--- config.mk ---
export PLATFORM = sky130hd
export DESIGN_NAME = uart_byte_rx
export DESIGN_NICKNAME = d
export VERILOG_FILES = /design/src/rtl/uart_byte_rx.sv
export SDC_FILE = /design/constraint.sdc
export NUM_CORES = 1
export LEC_CHECK = 0
export CAP_MARGIN = 20
export CORE_ASPECT_RATIO = 2
export CORE_MARGIN = 1
export CORE_UTILIZATION = 43
export DETAILED_ROUTE_END_ITERATION = 7
export PLACE_DENSITY_LB_ADDON = 0.2
export SYNTH_ARGS = -nofsm -noshare
export SYNTH_HDL_FRONTEND = slang
export SYNTH_SLANG_ARGS = --single-unit
--- constraint.sdc ---
create_clock -name Clk -period 2.15 [get_ports Clk]
set_input_delay 0.215 -clock Clk [delete_from_list [all_inputs] [get_ports Clk]]
set_output_delay 0.215 -clock Clk [all_outputs]
set_load 0.01 [all_outputs]
--- src/rtl/uart_byte_rx.sv ---
// 8N1 UART byte receiver: 2-FF input synchronizer, 16x oversampling with a
// mid-bit 3-sample majority vote, and one-cycle Rx_done / Frame_error strobes.
module uart_byte_rx #(
  parameter int CLK_FREQ = 50_000_000
) (
  input  logic       Clk,
  input  logic       Reset_n,
  input  logic [2:0] Baud_set,
  input  logic       Uart_rx,
  output logic [7:0] Data_byte,
  output logic       Rx_done,
  output logic       Frame_error,
  output logic       Uart_state
);

  typedef enum logic [1:0] {
    S_IDLE  = 2'd0,
    S_START = 2'd1,
    S_DATA  = 2'd2,
    S_STOP  = 2'd3
  } state_t;

  // Rounded 16x tick divisors, minus one because the counter starts at zero.
  localparam int DIV_0 = (CLK_FREQ + 8 * 9600)   / (16 * 9600)   - 1;
  localparam int DIV_1 = (CLK_FREQ + 8 * 19200)  / (16 * 19200)  - 1;
  localparam int DIV_2 = (CLK_FREQ + 8 * 38400)  / (16 * 38400)  - 1;
  localparam int DIV_3 = (CLK_FREQ + 8 * 57600)  / (16 * 57600)  - 1;
  localparam int DIV_4 = (CLK_FREQ + 8 * 115200) / (16 * 115200) - 1;

  function automatic logic [15:0] baud_div(input logic [2:0] code);
    case (code)
      3'd0:    baud_div = 16'(DIV_0);
      3'd1:    baud_div = 16'(DIV_1);
      3'd2:    baud_div = 16'(DIV_2);
      3'd3:    baud_div = 16'(DIV_3);
      default: baud_div = 16'(DIV_4);
    endcase
  endfunction

  function automatic logic maj3(input logic a, input logic b, input logic c);
    return (a & b) | (a & c) | (b & c);
  endfunction

  state_t      state_r, next_state_s;
  logic        sync1_r, sync2_r, sync3_r;
  logic [2:0]  baud_r;
  logic [15:0] div_cnt_r;
  logic [3:0]  samp_cnt_r;
  logic [2:0]  bit_idx_r;
  logic        v7_r, v8_r;
  logic [7:0]  shift_r;
  logic        rx_s, fall_s, tick_s, maj_s;
  logic        start_s, shift_en_s, done_s, ferr_s;

  assign rx_s   = sync2_r;
  assign fall_s = sync3_r & ~sync2_r;
  assign tick_s = (state_r != S_IDLE) && (div_cnt_r == baud_div(baud_r));
  assign maj_s  = maj3(v7_r, v8_r, rx_s);

  // Input synchronizer plus the extra flop used for falling-edge detection.
  always_ff @(posedge Clk or negedge Reset_n) begin
    if (!Reset_n) begin
      sync1_r <= 1'b1;
      sync2_r <= 1'b1;
      sync3_r <= 1'b1;
    end else begin
      sync1_r <= Uart_rx;
      sync2_r <= sync1_r;
      sync3_r <= sync2_r;
    end
  end

  // FSM state register.
  always_ff @(posedge Clk or negedge Reset_n) begin
    if (!Reset_n) state_r <= S_IDLE;
    else          state_r <= next_state_s;
  end

  // Next-state and per-cycle strobe decode.
  always_comb begin
    next_state_s = state_r;
    start_s      = 1'b0;
    shift_en_s   = 1'b0;
    done_s       = 1'b0;
    ferr_s       = 1'b0;
    case (state_r)
      S_IDLE: begin
        if (fall_s) begin
          next_state_s = S_START;
          start_s      = 1'b1;
        end else begin
          next_state_s = S_IDLE;
        end
      end
      S_START: begin
        if (tick_s && (samp_cnt_r == 4'd9) && maj_s) next_state_s = S_IDLE;
        else if (tick_s && (samp_cnt_r == 4'd15))    next_state_s = S_DATA;
        else                                         next_state_s = S_START;
      end
      S_DATA: begin
        if (tick_s && (samp_cnt_r == 4'd9)) shift_en_s = 1'b1;
        else                                shift_en_s = 1'b0;
        if (tick_s && (samp_cnt_r == 4'd15) && (bit_idx_r == 3'd7)) next_state_s = S_STOP;
        else                                                        next_state_s = S_DATA;
      end
      S_STOP: begin
        // Leave at mid-stop-bit so an immediately following start edge is caught.
        if (tick_s && (samp_cnt_r == 4'd9)) begin
          next_state_s = S_IDLE;
          if (maj_s) done_s = 1'b1;
          else       ferr_s = 1'b1;
        end else begin
          next_state_s = S_STOP;
        end
      end
      default: next_state_s = S_IDLE;
    endcase
  end

  // Tick divider, sample/bit counters, vote samples and shift register.
  always_ff @(posedge Clk or negedge Reset_n) begin
    if (!Reset_n) begin
      baud_r     <= 3'd0;
      div_cnt_r  <= 16'd0;
      samp_cnt_r <= 4'd0;
      bit_idx_r  <= 3'd0;
      v7_r       <= 1'b1;
      v8_r       <= 1'b1;
      shift_r    <= 8'h00;
    end else begin
      if (start_s) baud_r <= Baud_set;
      if ((state_r == S_IDLE) || tick_s) div_cnt_r <= 16'd0;
      else                               div_cnt_r <= div_cnt_r + 16'd1;
      if (state_r == S_IDLE) samp_cnt_r <= 4'd0;
      else if (tick_s)       samp_cnt_r <= samp_cnt_r + 4'd1;
      if (state_r != S_DATA)                        bit_idx_r <= 3'd0;
      else if (tick_s && (samp_cnt_r == 4'd15))     bit_idx_r <= bit_idx_r + 3'd1;
      if (tick_s && (samp_cnt_r == 4'd7)) v7_r <= rx_s;
      if (tick_s && (samp_cnt_r == 4'd8)) v8_r <= rx_s;
      if (shift_en_s) shift_r[bit_idx_r] <= maj_s;
    end
  end

  // Registered outputs.
  always_ff @(posedge Clk or negedge Reset_n) begin
    if (!Reset_n) begin
      Data_byte   <= 8'h00;
      Rx_done     <= 1'b0;
      Frame_error <= 1'b0;
      Uart_state  <= 1'b0;
    end else begin
      Rx_done     <= done_s;
      Frame_error <= ferr_s;
      Uart_state  <= (next_state_s != S_IDLE);
      if (done_s) Data_byte <= shift_r;
    end
  end

endmodule
* Yosys cells after proc, flatten, opt, wreduce, memory -nomap -nowiden *
Index checks and enable logic that the tools add are counted.

word-level totals
  bits in latches = 0
  word-level logic and storage cells = 80
  bits of input ports = 6
  memory bits (read-only) = 0
  bits in writable memories = 0
  flip-flop bits (word level) = 52
  memories kept = 0

operators by class
  $add $sub $neg = 3
  magnitude comparators = 2
  eq/ne operators = 13
  shift operators = 0
  $mul = 0
  multiplexer cells = 25
  divide/modulo/power cells = 0
  reduce and logical (&&, ||, !) cells = 15
  bitwise logic cells = 7

operators by type and width
  cell                   number
  $pmux 9 s4             1
  $add 16x1->16 const B  1
  $eq 16x16->1           1
  $mux 16                1
  $mux 1                 13
  $eq 4x4->1 const B     3
  $bwmux 8               1
  $logic_and 1x1->1      8
  $mux 4                 2
  $pmux 2 s4             1
  $reduce_bool 2->1      4
  $eq 3x2->1 const B     2
  $mux 2                 3
  $mux 3                 2
  $add 4x1->4 const B    1
  $and 1x1->1            4
  $eq 2x2->1 const B     2
  $eq 4x3->1 const B     1
  $lt 3x4->1 const B     1
  $add 3x1->3 const B    1
  $demux 1 s3            1
  $eq 3x1->1 const B     1
  $eq 3x3->1 const B     1
  $ge 3x1->1 const B     1
  7 further kinds        8

* Longest topological paths before layout *
Gate-level depths: netlist of run 1.

  depth in word-level cells = 9
  depth in mapped cells = 9
  gate-level depth less buffers = 6

* Least setup slack after synthesis of run 1 *
Ideal clock, no wire load.

  kind = register -> register
  from = register baud_r[1]
  to = register Data_byte[0]
  period minus slack after synthesis = 2.147 ns
  cell stages (with the launch flop) = 9
  buffers on the path = 2
  path slack = 0.003 ns
  data arrival time = 2.022 ns
  cells stage by stage = dfrtp_1 buf_2 nor2b_1 or4_1 a32oi_2 and3_4 buf_8 nand2_4 mux2_4

between the ends
  word-level cells in the longest chain between the ends = 7
  elaborated cells between the ends (all ways) = 10
  classes of those cells = eq/ne: 4; mux: 3; reduce/logical: 3

RTL lines
  element                             line  text
  start, declared                     46    logic [2:0] baud_r;
  start signal, assigned              131   if (start_s) baud_r <= Baud_set;
  $eq 3x2->1 (tied with other cells)  31    case (code)
  $pmux 9 s4 (*)                      31
  $eq 16x16->1 (*)                    57    assign tick_s = (state_r != S_IDLE) && (div_cnt_r == baud_div(baud_r));
  $logic_and 1x1->1 (*)               57
  $logic_and 1x1->1 (*)               108   if (tick_s && (samp_cnt_r == 4'd9)) begin
  $mux 1 (*)                          108
  $mux 1 (*)                          86    case (state_r)
  end signal, assigned                155   if (done_s) Data_byte <= shift_r;
  end, declared                       10    output logic [7:0] Data_byte,

Mark *: on every way between the ends. The rest lies on a longest branch, timed or not.
A chain may end at the register's enable or synchronous reset.

* Final worst setup path of run 1 *
  from = register baud_r[2]
  to = register Data_byte[2]

The elaborated chain is that of the path after synthesis.

==> results of run 1 <==
timing repair:
action | in CTS | in global routing
endpoints found under the hold margin | 23 | 0
hold buffers | 1 | 0
gates cloned | 3 | 1
setup buffers | 2 | 5
gates resized for setup | 7 | 26
pin swaps | 4 | 3
endpoints found under the setup margin | 26 | 44
cells in the final DEF (no fill, tap or decap), types with 2 or more instances in the layout:
master / netlist / final
nor2b_1: 5 / 4
mux2_2: 3 / 2
dfstp_2: 5 / 5
clkbuf_16: 0 / 5
ha_1: 6 / 6
nand4_1: 5 / 5
inv_1: 6 / 6
nor3_1: 5 / 4
and3_1: 7 / 7
clkdlybuf4s50_1: 0 / 15
nor3b_1: 3 / 2
buf_12: 0 / 2
a21oi_1: 2 / 2
or2_2: 2 / 2
buf_4: 0 / 22
nand3_2: 0 / 3
xor2_1: 9 / 9
nand3_1: 18 / 14
and4_1: 2 / 2
nand2b_1: 3 / 2
dfrtp_1: 47 / 46
mux2i_1: 5 / 5
and3_4: 1 / 3
nand2_1: 17 / 16
o21ai_0: 3 / 3
nor2_1: 33 / 33
nand2_8: 0 / 2
buf_6: 1 / 3
xnor2_1: 9 / 9
mux2_4: 8 / 18
o211ai_1: 2 / 2
area by class of cell:
class	count	share of cell area [%]
clock buffers	6	4.126
inverters	6	0.6691
clock inverters	2	1.152
well taps	61	2.268
flip-flops and latches	52	38.88
multi-input cells	176	40.89
repair buffers	44	12.01
per-stage QoR:
step	setup TNS, ns	instance area [um2]	setup slack, ns
floorplan	0	2592	0.003214
global placement	-1.011	2938	-0.06897
detailed placement	-1.631	2938	-0.1043
CTS	-0.6087	3198	-0.05587
global route	-3.395	3366	-0.1386
finish	-0.6349	3366	-0.05138
routing by layer:
| layer | vias up | part of all wire [%] | global-route usage, % |
|---|---|---|---|
| li1 | 925 | - | - |
| met1 | 937 | 35 | 18.60 |
| met2 | 39 | 58 | 36.31 |
| met3 | 20 | 2.4 | 4.065 |
| met4 | 0 | 4.8 | 11.87 |
| met5 | - | 0 | 0 |
worst max path at each step:
stage	end	from	slack, ns
after floorplan	Data_byte[0]	baud_r[1]	0.003
after global placement	Data_byte[3]	baud_r[0]	-0.07
after detailed placement	shift_r[4]	baud_r[0]	-0.10
after CTS	v7_r	baud_r[2]	-0.06
after global routing	v8_r	baud_r[2]	-0.14
final	Data_byte[2]	baud_r[2]	-0.05
kinds of logic (layout without fill, tap and decap cells):
logic type / Yosys count / count (layout) / synth area share [%]
AO/OA/AOI/OAI: 15 / 15 / 4.392
buffers and inverters: 15 / 58 / 3.040
AND/OR/NAND/NOR: 106 / 110 / 20.56
XOR/XNOR: 18 / 18 / 6.081
flip-flops: 52 / 52 / 50.43
adder cells (fa/ha/maj): 7 / 7 / 3.282
multiplexers: 26 / 26 / 12.21
state kept, by name, indices dropped and copies added (netlist names), 2 cells and up:
signal and cells:
shift_r 8, samp_cnt_r 4, div_cnt_r 16, state_r 2, bit_idx_r 3, Data_byte 8, baud_r 3
power breakdown:
part | switching (uW) | internal [uW]
logic | 290 | 287
clock network | 375 | 584
registers | 97.3 | 1070
worst max-delay path, stage by stage (launching register included):
cell      delay, ns
dfrtp_1        0.41
nand2b_4       0.15
or4_4          0.51
a32oi_2        0.23
and3_4         0.28
buf_12         0.13
nand2_8        0.06
mux2_4         0.32
==> reports/summary.txt, run 1 <==
number of global-route vias before repair: 2,006
Final HPWL DP: 3990 um
Hold Path Sink: sync1_r
die width: 56.91 um
Yosys reg bits: 52
via/cell ratio: 5.536
CORE AREA: 0.005758 mm2
GPL Wtd Cong: 0.8668
Worst IR Drop VDD: 0.7348 mV
share of the synthesized area in the top cell type: 45.37%
final-report hold violation count: 0
Root Buffer: clkbuf_16
initial antenna violation count: 0
Layout Nets: 297
# DRC: 0
min-delay worst type: primary input to flop
final cell count without fillers: 347
CTS Buf Count: 5
Storage cell area: 0.001309 mm2
port buffer count: 16
I/O pin count: 17
Gate Count Post-Synth: 239
Power Density: 803.8 mW/mm2
Initial Utilization: 45.02%
Max-Slew Margin vs Limit: 55.39%
via count: 1,921
Req. time, crit path: 2.33 ns
EDFF count, synth: 0
area leader, netlist: dfrtp_1
first-pass GRT wire length: 9280 um
Synth top cells by count: dfrtp_1 (47), nor2_1 (33), nand3_1 (18), nand2_1 (17), mux2_1 (10)
DR WL/cell: 16.48 um
fillers: 499
total power: 2705 uW
placement row count: 39
largest net degree at the start of global routing: 26
WP data arrival: 2.39 ns
layout cell share with drive strength beyond 1: 29.72%
deepest clock path buffer count: 2
fin crit share: 102.4%
clock skew: 0.006646 ns
Syn-to-layout area delta: 29.83%
CP Launch Type: flop
synth warn: 0
Netlist cell types: 44
Core Util, Final: 58.45%
CP max FO: 5
mapped cell area: 0.002592 mm2
violated checks: negative setup slack
Register-to-Register Path Depth: 7
ANT nets after route: 0
fin crit period: 2.201 ns
Placed Cells: 328
GRT Total Usage: 19.49%
most area-consuming cells after synthesis: dfrtp_1 (45%), dfstp_2 (5.1%), nor2_1 (4.8%)
number of max-cap violations: 0
RSZ-0062 raised after global routing: true
syn nets: 251
clock slew at reported path FFs: 0.07 ns
final WL: 5717 um
status: complete, but fails checks
First-pass DRT Iterations: 4
Hold Startpoint: Uart_rx
Final Hold Slack: 0.3167 ns
Chip Height: 111.8 um
# diodes: 0
htree depth: 2
CTS Sinks: 52
Final Max Tran Viols: 0
asr flop ratio synth: 100.0%
setup slack, reg-to-reg: -0.05 ns
Worst Tran Pin Value: 0.6667 ns
Die ar.: 0.006363 mm2
GRT overflow: 0
Max Clk Rate: 0.4543 GHz
starting DRC count in detailed routing: 42
count leader, synth: dfrtp_1
Synth Flop Type: dfrtp_1
PnR worst setup slack: -0.05138 ns
Setup violations, final: 21
hold depth: 1
leakage power: 0.001587 uW
type of the worst setup path: flop to flop
sequential element share of the synthesized area: 50.43%
Worst Setup End Kind: flop
reg2reg end: Data_byte[2]
R2R Path Start: baud_r[2]
Multi-input gate area: 0.001376 mm2
CTS tree: done
Mean Syn Cell Area: 10.85 um2
clock latency on the worst-skew pair: 0.30 ns
Power figures use the tool's default switching activity.
==> run 2, diff against run 1 <==
Settings changed: CORE_ASPECT_RATIO 2 to default.
==> reports/summary.txt, run 2 (same netlist as run 1, synthesis figures left out) <==
Final HPWL DP: 3258 um
deepest clock path buffer count: 2
clock slew at reported path FFs: 0.09 ns
via count: 1,820
min-delay worst type: primary input to flop
Initial Utilization: 45.95%
CORE AREA: 0.005642 mm2
ANT nets after route: 0
htree depth: 2
Buf/Inv on CP: 1
first-pass GRT wire length: 8107 um
most frequent cells in the layout: dfrtp_1 (47), nor2_1 (33), mux2_4 (18), buf_4 (18), nand2_1 (16)
Worst IR Drop VDD: 0.4468 mV
Setup WS pre-CTS: -0.06280 ns
total power: 2314 uW
via/cell ratio: 5.200
Chip Height: 79.65 um
# DRC: 0
DR WL/cell: 13.92 um
Setup violations, final: 8
fillers: 477
fin crit period: 2.186 ns
CTS Sinks: 52
crit-path max cell delay: 0.50 ns
final WL: 4871 um
fin crit share: 101.7%
port buffer count: 16
clock latency on the worst-skew pair: 0.30 ns
most common library cell in the layout ignoring fill and taps: dfrtp_1
I/O pin count: 17
Largest register FFs: 16
starting DRC count in detailed routing: 109
CTS tree: done
CP cell instances: nand2b_4, or4_4, a32oi_2, buf_4, and3_4, nand3_2, mux2_4
First-pass DRT Iterations: 6
Worst Setup End Kind: flop
CTS Buf Count: 5
Syn-to-layout area delta: 23.41%
WP data arrival: 2.38 ns
GRT overflow: 0
CP Launch Type: flop
Power Density: 723.2 mW/mm2
number of global-route vias before repair: 1,646
# diodes: 0
largest net degree at the start of global routing: 26
leakage power: 0.001509 uW
initial antenna violation count: 0
clock skew: 0.008009 ns
Req. time, crit path: 2.34 ns
PnR worst setup slack: -0.03588 ns
number of max-cap violations: 0
Max Clk Rate: 0.4575 GHz
CP max FO: 5
layout cell share with drive strength beyond 1: 28.06%
violated checks: negative setup slack
Biggest register: div_cnt_r
final-report hold violation count: 0
status: complete, but fails checks
Root Buffer: clkbuf_8
RSZ-0062 raised after global routing: true
type of the worst setup path: flop to flop
Die ar.: 0.006343 mm2
Final Max Tran Viols: 0
Layout Nets: 289
Max-Slew Margin vs Limit: 58.88%
GRT Total Usage: 16.90%
Worst Tran Pin Value: 0.6145 ns
leading registers by flop count: div_cnt_r (16), Data_byte (8), shift_r (8)
placement row count: 27
kind of cell adding the most delay to the critical path: simple AND/OR/NAND/NOR gates
CP max stage cell: or4_4
GPL Wtd Cong: 0.8315
setup tns final: -0.1330 ns
die width: 79.65 um
-- run 2: changes by cell type in the layout (fill, tap and decap cells not counted), sizes merged --
| cell | delta |
|---|---|
| buf | -8 |
| inv | +1 |
| bufinv | -1 |
-- run 2: through the flow --
step | cell area [um2] | instances | util [%] | hold WS (ns)
4_1_cts | 3118 | 348 | 55.27 | 0.3087
5_1_grt | 3199 | 350 | 56.71 | 0.2984
3_5_place_dp | 2914 | 334 | 51.65 | 0.2359
6_report | 3199 | 350 | 56.71 | 0.3194
2_1_floorplan | 2592 | 239 | - | -0.08059
3_3_place_gp | 2914 | 334 | 51.65 | 0.2335
-- run 2: path summary, 6_finish.rpt --
path | start | to | slack, ns | cells past startpoint
max | baud_r[2] | shift_r[3] | -0.04 | 7
min | Uart_rx | sync1_r | 0.32 | 1
max reg2reg | baud_r[2] | shift_r[3] | -0.04 | 7
min reg2reg | sync1_r | rx_s | 0.35 | 0
max in group asynchronous | Reset_n | sync1_r | 1.04 | 3
min in group asynchronous | Reset_n | div_cnt_r[13] | 0.42 | 2
-- run 2: area by class of cell --
| type | count | area (um2) | area share (%) |
|---|---|---|---|
| inverters | 6 | 22.52 | 0.7039 |
| flip-flops and latches | 52 | 1308 | 40.87 |
| multi-input cells | 176 | 1363 | 42.59 |
| clock buffers | 6 | 82.58 | 2.581 |
| well taps | 72 | 90.09 | 2.816 |
| repair buffers | 36 | 320.3 | 10.01 |
| clock inverters | 2 | 13.76 | 0.4302 |
-- run 2: power by group --
part | internal (uW) | switching (uW)
Sequential | 1070 | 100
Clock | 264 | 323
Combinational | 280 | 276
Total | 1620 | 699
-- run 2: timing repair --
item                                   CTS  global route
hold buffers                             1             0
endpoints found under the hold margin   23             0
setup endpoints to repair               19            44
pin swaps                                2             3
buffers inserted                         1             2
cloned                                   4             0
resized for setup                       12            17
-- run 2: per-layer routing --
layer | share of wire (%) | wire length, um | track usage (%) | vias to the layer above
met5 | 0 | 0 | 0 | -
met4 | 1.8 | 88 | 6.364 | 0
met3 | 3.0 | 145 | 3.771 | 10
met2 | 44 | 2159 | 24.53 | 32
met1 | 51 | 2478 | 24.43 | 869
li1 | - | - | - | 909
==> run 3, diff against run 2 <==
Clock period 2.15 ns to 2.6 ns, I/O delays scaled along.
==> reports/summary.txt, run 3 (same netlist as run 1, synthesis figures left out) <==
status: complete, no violations
Placed Cells: 321
number of max-cap violations: 0
internal power: 1517 uW
Largest register FFs: 16
clock latency on the worst-skew pair: 0.30 ns
placement row count: 27
Comb pwr share: 14.7%
Net Sw Power: 526.3 uW
Initial Utilization: 45.95%
most frequent cells in the layout: dfrtp_1 (47), nor2_1 (33), nand3_1 (18), nand2_1 (17), clkdlybuf4s50_1 (15)
die width: 79.65 um
via count: 1,723
ANT nets after route: 0
Biggest register: div_cnt_r
leakage power: 0.001396 uW
DR WL/cell: 13.33 um
worst setup path startpoint: baud_r[0]
Setup violations, final: 0
final-report hold violation count: 0
final cell count without fillers: 329
reg2reg end: Data_byte[2]
fin crit period: 2.383 ns
Flop pwr share: 48.8%
R2R Path Start: baud_r[0]
Req. time, crit path: 2.80 ns
setup slack, reg-to-reg: 0.22 ns
final WL: 4386 um
design area: 0.002963 mm2
I/O pin count: 17
Max Clk Rate: 0.4197 GHz
placed instance area: 0.002804 mm2
First-pass DRT Iterations: 5
Sw Share: 25.75%
Layout Nets: 268
Worst IR Drop VDD: 0.3270 mV
Final HPWL DP: 3104 um
fin crit share: 91.64%
Worst Setup End Kind: flop
most common library cell in the layout ignoring fill and taps: dfrtp_1
Power Density: 689.8 mW/mm2
CTS Sinks: 52
largest net degree at the start of global routing: 41
Worst Tran Pin Value: 0.8520 ns
initial antenna violation count: 0
post-CTS setup buffers: 0
Syn-to-layout area delta: 14.29%
# DRC: 0
Root Buffer: clkbuf_8
Post-CTS Resized: 0
htree depth: 2
Register-to-Register Path Depth: 6
Chip Height: 79.65 um
type of the worst setup path: flop to flop
GRT Total Usage: 15.69%
setup tns final: 0 ns
CP Launch Type: flop
# diodes: 0
clock skew: 0.004293 ns
GPL Wtd Cong: 0.8055
Hold-fix buffers, CTS: 0
via/cell ratio: 5.237
CP max FO: 21
deepest clock path buffer count: 2
WP data arrival: 2.58 ns
RSZ-0062 raised after global routing: false
leading registers by flop count: div_cnt_r (16), Data_byte (8), shift_r (8)
number of global-route vias before repair: 1,587
min-delay worst type: primary input to async pin
GRT overflow: 0
layout cell share with drive strength beyond 1: 13.23%
CTS tree: done
CTS Buf Count: 5
starting DRC count in detailed routing: 83
port buffer count: 16
Clk pwr share: 36.5%
CORE AREA: 0.005642 mm2
clock slew at reported path FFs: 0.09 ns
Die ar.: 0.006343 mm2
first-pass GRT wire length: 7576 um
Final Max Tran Viols: 0
Max-Slew Margin vs Limit: 43.20%
run 3: power by group through the flow:
| stage | Sequential, uW | Combinational (uW) | Clock, uW |
|---|---|---|---|
| floorplan | 978 | 252 | 0 |
| global placement | 1010 | 301 | 0 |
| global route | 1020 | 353 | 798 |
| detailed placement | 1010 | 304 | 0 |
| CTS | 996 | 306 | 766 |
| finish | 998 | 301 | 745 |
run 3: how the worst max path moves through the flow:
stage                     cells past startpoint  slack [ns]           end
after CTS                                     6        0.22  Data_byte[7]
after detailed placement                      6        0.23  Data_byte[7]
after global routing                          6        0.09  Data_byte[7]
after floorplan                               8        0.45  Data_byte[0]
after global placement                        6        0.26  Data_byte[1]
final                                         6        0.22  Data_byte[2]
run 3: layout make-up:
class / count / area (um2)
clock buffers: 5 / 68.82
repair buffers: 19 / 177.7
well taps: 72 / 90.09
clock inverters: 3 / 90.09
multi-input cells: 172 / 1206
fillers: 503 / 2679
flip-flops and latches: 52 / 1308
inverters: 6 / 22.52
run 3: per-stage QoR:
| stage | utilization (%) | total power [uW] | worst slack (ns) | hold slack [ns] |
|---|---|---|---|---|
| 2_1_floorplan | - | 1230 | 0.4532 | -0.03559 |
| 3_3_place_gp | 49.70 | 1310 | 0.2622 | 0.3535 |
| 3_5_place_dp | 49.70 | 1315 | 0.2307 | 0.3497 |
| 4_1_cts | 52.52 | 2069 | 0.2161 | 0.08783 |
| 5_1_grt | 52.52 | 2168 | 0.09328 | 0.1193 |
| 6_report | 52.52 | 2044 | 0.2173 | 0.06059 |
run 3: critical path, stage by stage (launching register included):
cell and delay, ns:
dfrtp_1 0.47, nor2b_1 0.19, or4_1 0.54, a32oi_2 0.20
and3_4 0.36, nand2_4 0.17, mux2_4 0.33
run 3: metal layers:
metal	wire, um	up-vias	track usage [%]
li1	-	859	-
met1	2279	826	22.78
met2	1887	32	22.65
met3	161	6	3.771
met4	57	0	5.455
met5	0	-	0
==> patch (settings of run 1) <==
Make the reset (`Reset_n`) synchronous in 4 clocked blocks.
--- a/src/rtl/uart_byte_rx.sv
+++ b/src/rtl/uart_byte_rx.sv
@@ -59,5 +59,5 @@
 
   // Input synchronizer plus the extra flop used for falling-edge detection.
-  always_ff @(posedge Clk or negedge Reset_n) begin
+  always_ff @(posedge Clk) begin
     if (!Reset_n) begin
       sync1_r <= 1'b1;
@@ -72,5 +72,5 @@
 
   // FSM state register.
-  always_ff @(posedge Clk or negedge Reset_n) begin
+  always_ff @(posedge Clk) begin
     if (!Reset_n) state_r <= S_IDLE;
     else          state_r <= next_state_s;
@@ -119,5 +119,5 @@
 
   // Tick divider, sample/bit counters, vote samples and shift register.
-  always_ff @(posedge Clk or negedge Reset_n) begin
+  always_ff @(posedge Clk) begin
     if (!Reset_n) begin
       baud_r     <= 3'd0;
@@ -143,5 +143,5 @@
 
   // Registered outputs.
-  always_ff @(posedge Clk or negedge Reset_n) begin
+  always_ff @(posedge Clk) begin
     if (!Reset_n) begin
       Data_byte   <= 8'h00;
Function: differs if Reset_n is asserted again (counterexample within 4 cycles, from zero or initial values and one cycle with Reset_n low); with Reset_n held inactive, the same outputs for 10 cycles.
==> patch against run 1 <==
- count of clock-buffer cells in the layout is 1 lower
- critical path depth is 1 higher
- die area is 4.0% lower
- area after synthesis is 4.2% lower
- clock skew is 0.0038 ns higher
- sequential share of layout area is 5.3 points lower
- critical endpoint is now v7_r$_SDFFE_PN1P_
- sequential cell count stayed put
- highest routed layer unchanged
- via count is 8.2% higher
- routed wire length is 5.6% lower
- worst setup slack better by 0.13 ns
- design area is 7.1% lower
Power is not compared: it rests on default switching activity, and its combinational part moved more than twofold at a synthesized area within 25%.
==> patch: results (changes against run 1) <==
run status=finished clean; share of synthesized area occupied by flip-flops and latches=41.9% (-8.5 points); final-layout fill cell count=508 (+1.8%); Cells after DPL=373 (+14%); Global Route Usage Sum=19.5% (-0.034 points); average cell area after synthesis=9.04 um^2 (-17%); average wire length per cell after detail routing=14.2 um (-14%); critical path's slowest cell=or3b_1; number of cell instances on the worst register-to-register path=8 (+1); cell-internal power=0.00135 W; top post-synthesis cells by count=dfxtp_1, nor2_1, nor3_1, nand2_1, mux2i_1; clock slew at the register clock pins of the worst setup and hold paths=0.09 ns (+0.02 ns); cts bufs inserted=5 (unchanged); longest individual stage delay on the worst path=0.37 ns (-0.14 ns); synthesized-area fraction occupied by ao, oa, aoi and oai cells=7.91% (+3.5 points); adder and majority cell fraction of the synthesized area=3.42% (+0.14 points); largest cells by area after synthesis=dfxtp_1, mux2i_1, nor3_1; Place WS=-0.0419 ns (+0.0624 ns); CP max FO=6 (+1); CP arrival=2.32 ns (-0.07 ns); share of post-route cells with drive strength above 1=20.9% (-8.8 points); share of async-settable or async-resettable flops after synthesis=0% (-100 points); yosys synthesis warning count=0 (unchanged); net count of the finished layout=332 (+12%); First DRT Iteration DRCs=37 (-12%); wirelength, routed=5390 um (-5.6%); pin count of the biggest net entering global routing=22 (-15%); root buf cell=clkbuf_8; multiplexer share of the synthesized area=6.50% (-5.7 points); area after detailed placement=0.00294 mm^2 (+0.21%); number of unique standard cell types used by synthesis=49 (+11%); DR vias/cell=5.46 (-1.4%); number of setup buffers added after CTS=0 (-2); worst slew slack as a fraction of its limit=58.1% (+2.8 points); first-pass GRT wire length=9110 um (-1.9%); P_leak=1.11 nW; clock latency on the worst-skew pair=0.32 ns (+0.02 ns); Post-Synthesis Net Count=287 (+14%); path type of the worst min-delay path=reg2reg; xor/xnor share of the synthesized area=6.70% (+0.62 points); Clock Skew=0.0105 ns (+0.00384 ns); global placer's final weighted congestion=0.850 (-1.9%); Detailed Place HPWL=4190 um (+5.0%)
## patch: cell types whose count changed after synthesis, sizes merged, moves of 8 or more
cell and change:
dfxtp +52, dfrtp -47, nor3 +26, mux2 -20, mux2i +10, nand3 -8
nor4 +8
## patch: final cells by class
cell class / count / area (um^2) / share of cell area (%)
clock buffer: 5 / 68.8 / 2.20
clock inverter: 3 / 42.5 / 1.36
inverter: 8 / 30.0 / 0.960
multi-input combinational: 201 / 1420 / 45.3
sequential: 52 / 1050 / 33.6
tap: 60 / 75.1 / 2.40
timing repair buffer: 52 / 443 / 14.2
## patch: kinds of logic (layout without fill, tap and decap cells)
kind of cell             Yosys count  in the layout
XOR/XNOR                          19             19
multiplexers                      16             16
AND/OR/NAND/NOR                  130            130
AO/OA/AOI/OAI                     29             29
adder cells (fa/ha/maj)            7              7
buffers and inverters             22             68
flip-flops                        52             52
## patch: per-stage QoR
step,TNS [ns],hold WS (ns),total power [W]
5_1_grt,-0.00250,0.448,0.00178
3_5_place_dp,-0.0824,0.397,0.00108
4_1_cts,0,0.421,0.00174
3_3_place_gp,-0.00863,0.390,0.00108
6_report,0,0.418,0.00172
2_1_floorplan,-0.509,0.288,0.00104
## patch: worst max-delay path, delay by kind of cell (launching register included)
family                 cells  cell delay, ns
muxes                      1            0.19
and+or+nand+nor            3            0.94
buffers and inverters      2            0.33
AOI/OAI and AO/OA          2            0.19
DFF                        1            0.35
## patch: worst paths after layout
kind / start / to / slack, ns
worst max-delay path: div_cnt_r[2]$_SDFF_PP0_ / v7_r$_SDFFE_PN1P_ / 0.08
worst min-delay path: sync1_r$_SDFF_PN1_ / rx_s$_SDFF_PN1_ / 0.42
worst max register to register: div_cnt_r[2]$_SDFF_PP0_ / v7_r$_SDFFE_PN1P_ / 0.08
worst min register to register: sync1_r$_SDFF_PN1_ / rx_s$_SDFF_PN1_ / 0.42
## patch: power by group through the flow
stage          combinational (W)  sequential (W)  clock, W
2_1_floorplan          0.0000414        0.000996         0
3_3_place_gp           0.0000765        0.000999         0
3_5_place_dp           0.0000768        0.000999         0
4_1_cts                0.0000781        0.000977  0.000686
5_1_grt                0.0000854        0.000977  0.000721
6_report               0.0000781        0.000976  0.000667
## patch: per-layer routing
layer	wire length [um]	track usage, %	vias up
met5	0	0	-
met4	214	12.1	0
met3	97	4.12	14
met2	3150	39.7	22
met1	1930	16.4	972
li1	-	-	1071
## patch: what timing repair did
| action | 4_1_cts | 5_1_grt |
|---|---|---|
| gates cloned | 0 | 0 |
| gates resized for setup | 6 | 9 |
| setup endpoints to repair | 2 | 21 |
| hold buffers | 0 | 0 |
